[config.mk]
export PLATFORM = sky130hd
export DESIGN_NAME = mdu_div_ctrl
export DESIGN_NICKNAME = d
export VERILOG_FILES = /design/src/rtl/mdu_div_ctrl_pkg.sv /design/src/rtl/mdu_div_ctrl_div_core.sv /design/src/rtl/mdu_div_ctrl.sv
export SDC_FILE = /design/constraint.sdc
export NUM_CORES = 1
export LEC_CHECK = 0
export CAP_MARGIN = 20
export CORE_AREA = 5 5 150 152
export CTS_BUF_LIST = sky130_fd_sc_hd__clkbuf_8 sky130_fd_sc_hd__clkbuf_16
export DETAILED_ROUTE_END_ITERATION = 6
export DIE_AREA = 0 0 155 157
export PLACE_DENSITY = 0.87
export SLEW_MARGIN = 20
export SYNTH_ARGS = -nofsm -noshare
export SYNTH_HDL_FRONTEND = slang
export SYNTH_SLANG_ARGS = --single-unit
[constraint.sdc]
create_clock -name clk -period 10.7 [get_ports clk]
set_input_delay 3.21 -clock clk [delete_from_list [all_inputs] [get_ports clk]]
set_output_delay 3.21 -clock clk [all_outputs]
set_load 0.01 [all_outputs]
[src/rtl/mdu_div_ctrl_pkg.sv]
// Shared types and constants for the iterative divide unit:
// FSM encoding, iteration count and the divide-by-zero quotient.
package mdu_div_ctrl_pkg;

    typedef enum logic [1:0] {
        IDLE = 2'b00,
        CALC = 2'b01,
        DONE = 2'b10
    } state_t;

    localparam int          DIV_CYCLES = 32;
    localparam logic [31:0] DIVZERO_Q  = 32'hFFFFFFFF;

    // Two's-complement negate when neg is set; used for magnitudes and sign fix-up.
    function automatic logic [31:0] cond_neg(input logic [31:0] value, input logic neg);
        return neg ? (~value + 32'd1) : value;
    endfunction

endpackage

[src/rtl/mdu_div_ctrl_div_core.sv]
// Radix-2 restoring divider on unsigned magnitudes: one shift/subtract per step.
// quotient/remainder present the result of the step being applied this cycle.
module div_core
    import mdu_div_ctrl_pkg::*;
(
    input  logic        clk,
    input  logic        rst,
    input  logic        load,
    input  logic        step,
    input  logic [31:0] dividend,
    input  logic [31:0] divisor,
    output logic [31:0] quotient,
    output logic [31:0] remainder,
    output logic        last
);

    logic [63:0] acc_reg;
    logic [31:0] divisor_reg;
    logic [5:0]  count_reg;

    logic [32:0] shifted_hi;
    logic [33:0] diff;
    logic        fits;
    logic [63:0] acc_next;

    // The partial remainder can transiently need 33 bits after the shift.
    always_comb begin
        shifted_hi = acc_reg[63:31];
        diff       = {1'b0, shifted_hi} - {2'b00, divisor_reg};
        fits       = ~diff[33];
        acc_next   = {(fits ? diff[31:0] : shifted_hi[31:0]), acc_reg[30:0], fits};
        quotient   = acc_next[31:0];
        remainder  = acc_next[63:32];
        last       = (count_reg == 6'(DIV_CYCLES - 1));
    end

    always_ff @(posedge clk) begin
        if (rst) begin
            acc_reg     <= '0;
            divisor_reg <= '0;
            count_reg   <= '0;
        end else if (load) begin
            acc_reg     <= {32'd0, dividend};
            divisor_reg <= divisor;
            count_reg   <= '0;
        end else if (step) begin
            acc_reg     <= acc_next;
            count_reg   <= count_reg + 6'd1;
        end
    end

endmodule

[src/rtl/mdu_div_ctrl.sv]
// Divide controller for the EX stage: FSM, pipeline stall, sign handling,
// divide-by-zero bypass, flush and the HI/LO result registers.
module mdu_div_ctrl
    import mdu_div_ctrl_pkg::*;
(
    input  logic        clk,
    input  logic        rst,
    input  logic        div_req,
    input  logic        signed_i,
    input  logic [31:0] opa_i,
    input  logic [31:0] opb_i,
    input  logic        flush_i,
    output logic        stall_o,
    output logic        busy_o,
    output logic        done_o,
    output logic [31:0] lo_o,
    output logic [31:0] hi_o
);

    state_t      state_reg;
    logic        neg_q_reg;
    logic        neg_r_reg;
    logic [31:0] lo_reg;
    logic [31:0] hi_reg;

    logic        start;
    logic        div_zero;
    logic        a_neg;
    logic        b_neg;
    logic [31:0] mag_a;
    logic [31:0] mag_b;
    logic        core_load;
    logic        core_step;
    logic [31:0] core_q;
    logic [31:0] core_r;
    logic        core_last;

    always_comb begin
        start     = (state_reg == IDLE) && div_req && !flush_i;
        div_zero  = (opb_i == 32'd0);
        a_neg     = signed_i && opa_i[31];
        b_neg     = signed_i && opb_i[31];
        mag_a     = cond_neg(opa_i, a_neg);
        mag_b     = cond_neg(opb_i, b_neg);
        core_load = start && !div_zero;
        core_step = (state_reg == CALC) && !flush_i;
    end

    div_core u_div_core (
        .clk       (clk),
        .rst       (rst),
        .load      (core_load),
        .step      (core_step),
        .dividend  (mag_a),
        .divisor   (mag_b),
        .quotient  (core_q),
        .remainder (core_r),
        .last      (core_last)
    );

    // Gated by rst so a request held through reset cannot stall or signal.
    assign stall_o = !rst && (start || (state_reg == CALC));
    assign busy_o  = !rst && (state_reg == CALC);
    assign done_o  = !rst && (state_reg == DONE) && !flush_i;
    assign lo_o    = lo_reg;
    assign hi_o    = hi_reg;

    always_ff @(posedge clk) begin
        if (rst) begin
            state_reg <= IDLE;
            neg_q_reg <= 1'b0;
            neg_r_reg <= 1'b0;
            lo_reg    <= '0;
            hi_reg    <= '0;
        end else begin
            case (state_reg)
                IDLE: begin
                    if (start) begin
                        if (div_zero) begin
                            lo_reg    <= DIVZERO_Q;
                            hi_reg    <= opa_i;
                            state_reg <= DONE;
                        end else begin
                            neg_q_reg <= a_neg ^ b_neg;
                            neg_r_reg <= a_neg;
                            state_reg <= CALC;
                        end
                    end
                end
                CALC: begin
                    if (flush_i) begin
                        state_reg <= IDLE;
                    end else if (core_last) begin
                        lo_reg    <= cond_neg(core_q, neg_q_reg);
                        hi_reg    <= cond_neg(core_r, neg_r_reg);
                        state_reg <= DONE;
                    end
                end
                DONE:    state_reg <= IDLE;
                default: state_reg <= IDLE;
            endcase
        end
    end

endmodule

==> metrics <==
Least-Margin Pin Slew 1080 ps; area of the mapped netlist 12100 um2; maximum clock path buffer count 2; Max-slew headroom 27.5%; Setup Buffers After CTS 0; num ports 136; pin count of the biggest net entering global routing 103; Tmin final 8140 ps; yosys warns 0; status completed; IO Port Bufs 135; initial core utilization 58.0%; Crit. End Element output port; final cell count without fillers 1972; GRT Util Overall 31.1%; Post-Syn Instances 1622; Yosys reg bits 170; site row count 53; Leak 5.13 nW; Yosys top cell area share 28.1%; DR iter-0 viols 1662; sequential fraction of the synthesis area 28.1%; nets@finish 1791; Root Buffer clkbuf_16; Worst Skew 10.5 ps; hold buffers post-CTS 0; Sum Neg Setup Slack 0 ps; post-detailed-routing wire length 39.5 mm; most frequent cell after synthesis nor2_1; antenna violations before repair 0; grt total ovfl 0; Die Area 24300 um2; pwr dens 152 nW/um2; DRT Pass-1 Iters 6; Slew Viols, Final 0; CTS Sinks 170; Area growth syn-to-layout 16.5%; Final Hold Fails 0; crit path max fanout 6; drt via density 6.52; Clock Latency Late Sink 430 ps; peak supply drop 0.131 mV; DR vias 12900; Worst-path clk slew 60 ps; Cells after DPL 1940; MaxCap Viol Count 0; total power 2.14 mW; Fillers 1764; vias in the first global route 11800; syn nets 1729; CP Launch Type input pin; leading post-synthesis cells by instance count nor2_1 (226), nand2_1 (177), dfxtp_1 (170); core area 20900 um2; CTS resizes 0; synth top area cells dfxtp_1 (28%), nor2_1 (7.0%), nand2_1 (5.5%); max FFs per register 64; Die X-Extent 155 um; Post-synth EDFFs 0; drt drc 0; TritonCTS Buffers 17; FMAX 0.123 GHz; top_reg_cell synth dfxtp_1; Cell variety after synth 97; Antenna diodes 0; CTS H-Tree Depth 4; worst endpoint required time 7490 ps; share of layout cells above drive strength 1 5.48%; Hold Crit Class flip-flop to flip-flop; first-pass GRT wire length 61.9 mm; CP arrival 4930 ps; CTS tree built; unrepaired setup endpoints after global routing no; Die Height 157 um; Syn Area/Cell 7.46 um2; per-cell routed wire length 20.0 um; hpwl dp 28.9 mm; critical path class input pin to output port; Async SR Flop Fraction 0%; RePlAce Congestion 0.987; leading area contributor after synthesis dfxtp_1; Finish-stage setup viols 0; fin crit share 76.1%; Final ANT Viol Nets 0
## layer usage
layer	global-route usage, %	part of all wire [%]	wire (um)
met5	0	0	0
met1	42.8	41	16300
met2	48.6	44	17300
met3	6.21	11	4530
met4	11.4	3.4	1340
## cells in the final DEF, fill, tap and decap left out, types with 5 or more instances in the layout
cell type,n
a211oi_1,61
a21o_1,8
a21oi_1,127
a221oi_1,12
a311oi_1,48
a31oi_1,15
and2_1,12
and3_1,13
buf_4,12
clkbuf_16,17
clkdlybuf4s50_1,134
dfxtp_1,170
ha_1,37
inv_1,55
mux2_2,6
mux2i_1,25
nand2_1,176
nand2b_1,12
nand3_1,19
nand4_1,12
nor2_1,225
nor2b_1,7
nor3_1,46
nor4_1,15
nor4b_1,6
o211a_1,5
o211ai_1,8
o21a_1,6
o21ai_0,81
o21ai_1,14
o22ai_1,5
o31ai_1,17
o41ai_1,11
or3_1,22
or4_1,12
xnor2_1,58
xor2_1,71
## worst max-delay path, cell delays in order
cell and delay, ps:
clkdlybuf4s50_1 570, nor2b_1 360, nor2_1 70, nor3_1 150, clkdlybuf4s50_1 570
## per-stage QoR
step	worst slack (ps)	hold slack (ps)	util (%)	instance area, um2
3_5_place_dp	2580	452	64.5	13500
3_3_place_gp	2590	442	64.5	13500
6_report	2560	480	67.5	14100
5_1_grt	2400	500	67.5	14100
4_1_cts	2570	477	67.5	14100
2_1_floorplan	3310	432	-	12100
## where the power goes
group | internal [mW] | switching (mW)
logic | 0.286 | 0.491
registers | 0.665 | 0.0336
clock network | 0.381 | 0.286
## cells by family after synthesis
group	Yosys count	synth area share, %
flops	170	28.1
xor+xnor	129	9.33
mux	31	2.63
fa+ha+maj	38	3.99
buf+inv	161	5.33
simple gates	617	23.9
compound gates	476	26.7
## final timing paths
check,startpoint,end,slack (ps),cells after the start
min reg2reg,u_div_core.divisor_reg[31],u_div_core.divisor_reg[31],480,2
max,flush_i,stall_o,2560,5
max reg2reg,u_div_core.divisor_reg[1],lo_o[30],3600,19
min,u_div_core.divisor_reg[31],u_div_core.divisor_reg[31],480,2
## final cells by class
cell class | instances | area, um2 | area share (%)
timing repair buffer | 146 | 1430 | 10.1
clock inverter | 14 | 184 | 1.30
multi-input combinational | 1291 | 8090 | 57.3
sequential | 170 | 3400 | 24.1
clock buffer | 18 | 439 | 3.11
inverter | 58 | 218 | 1.54
tap | 275 | 344 | 2.44
No activity file was read; power rests on OpenSTA's default activity.
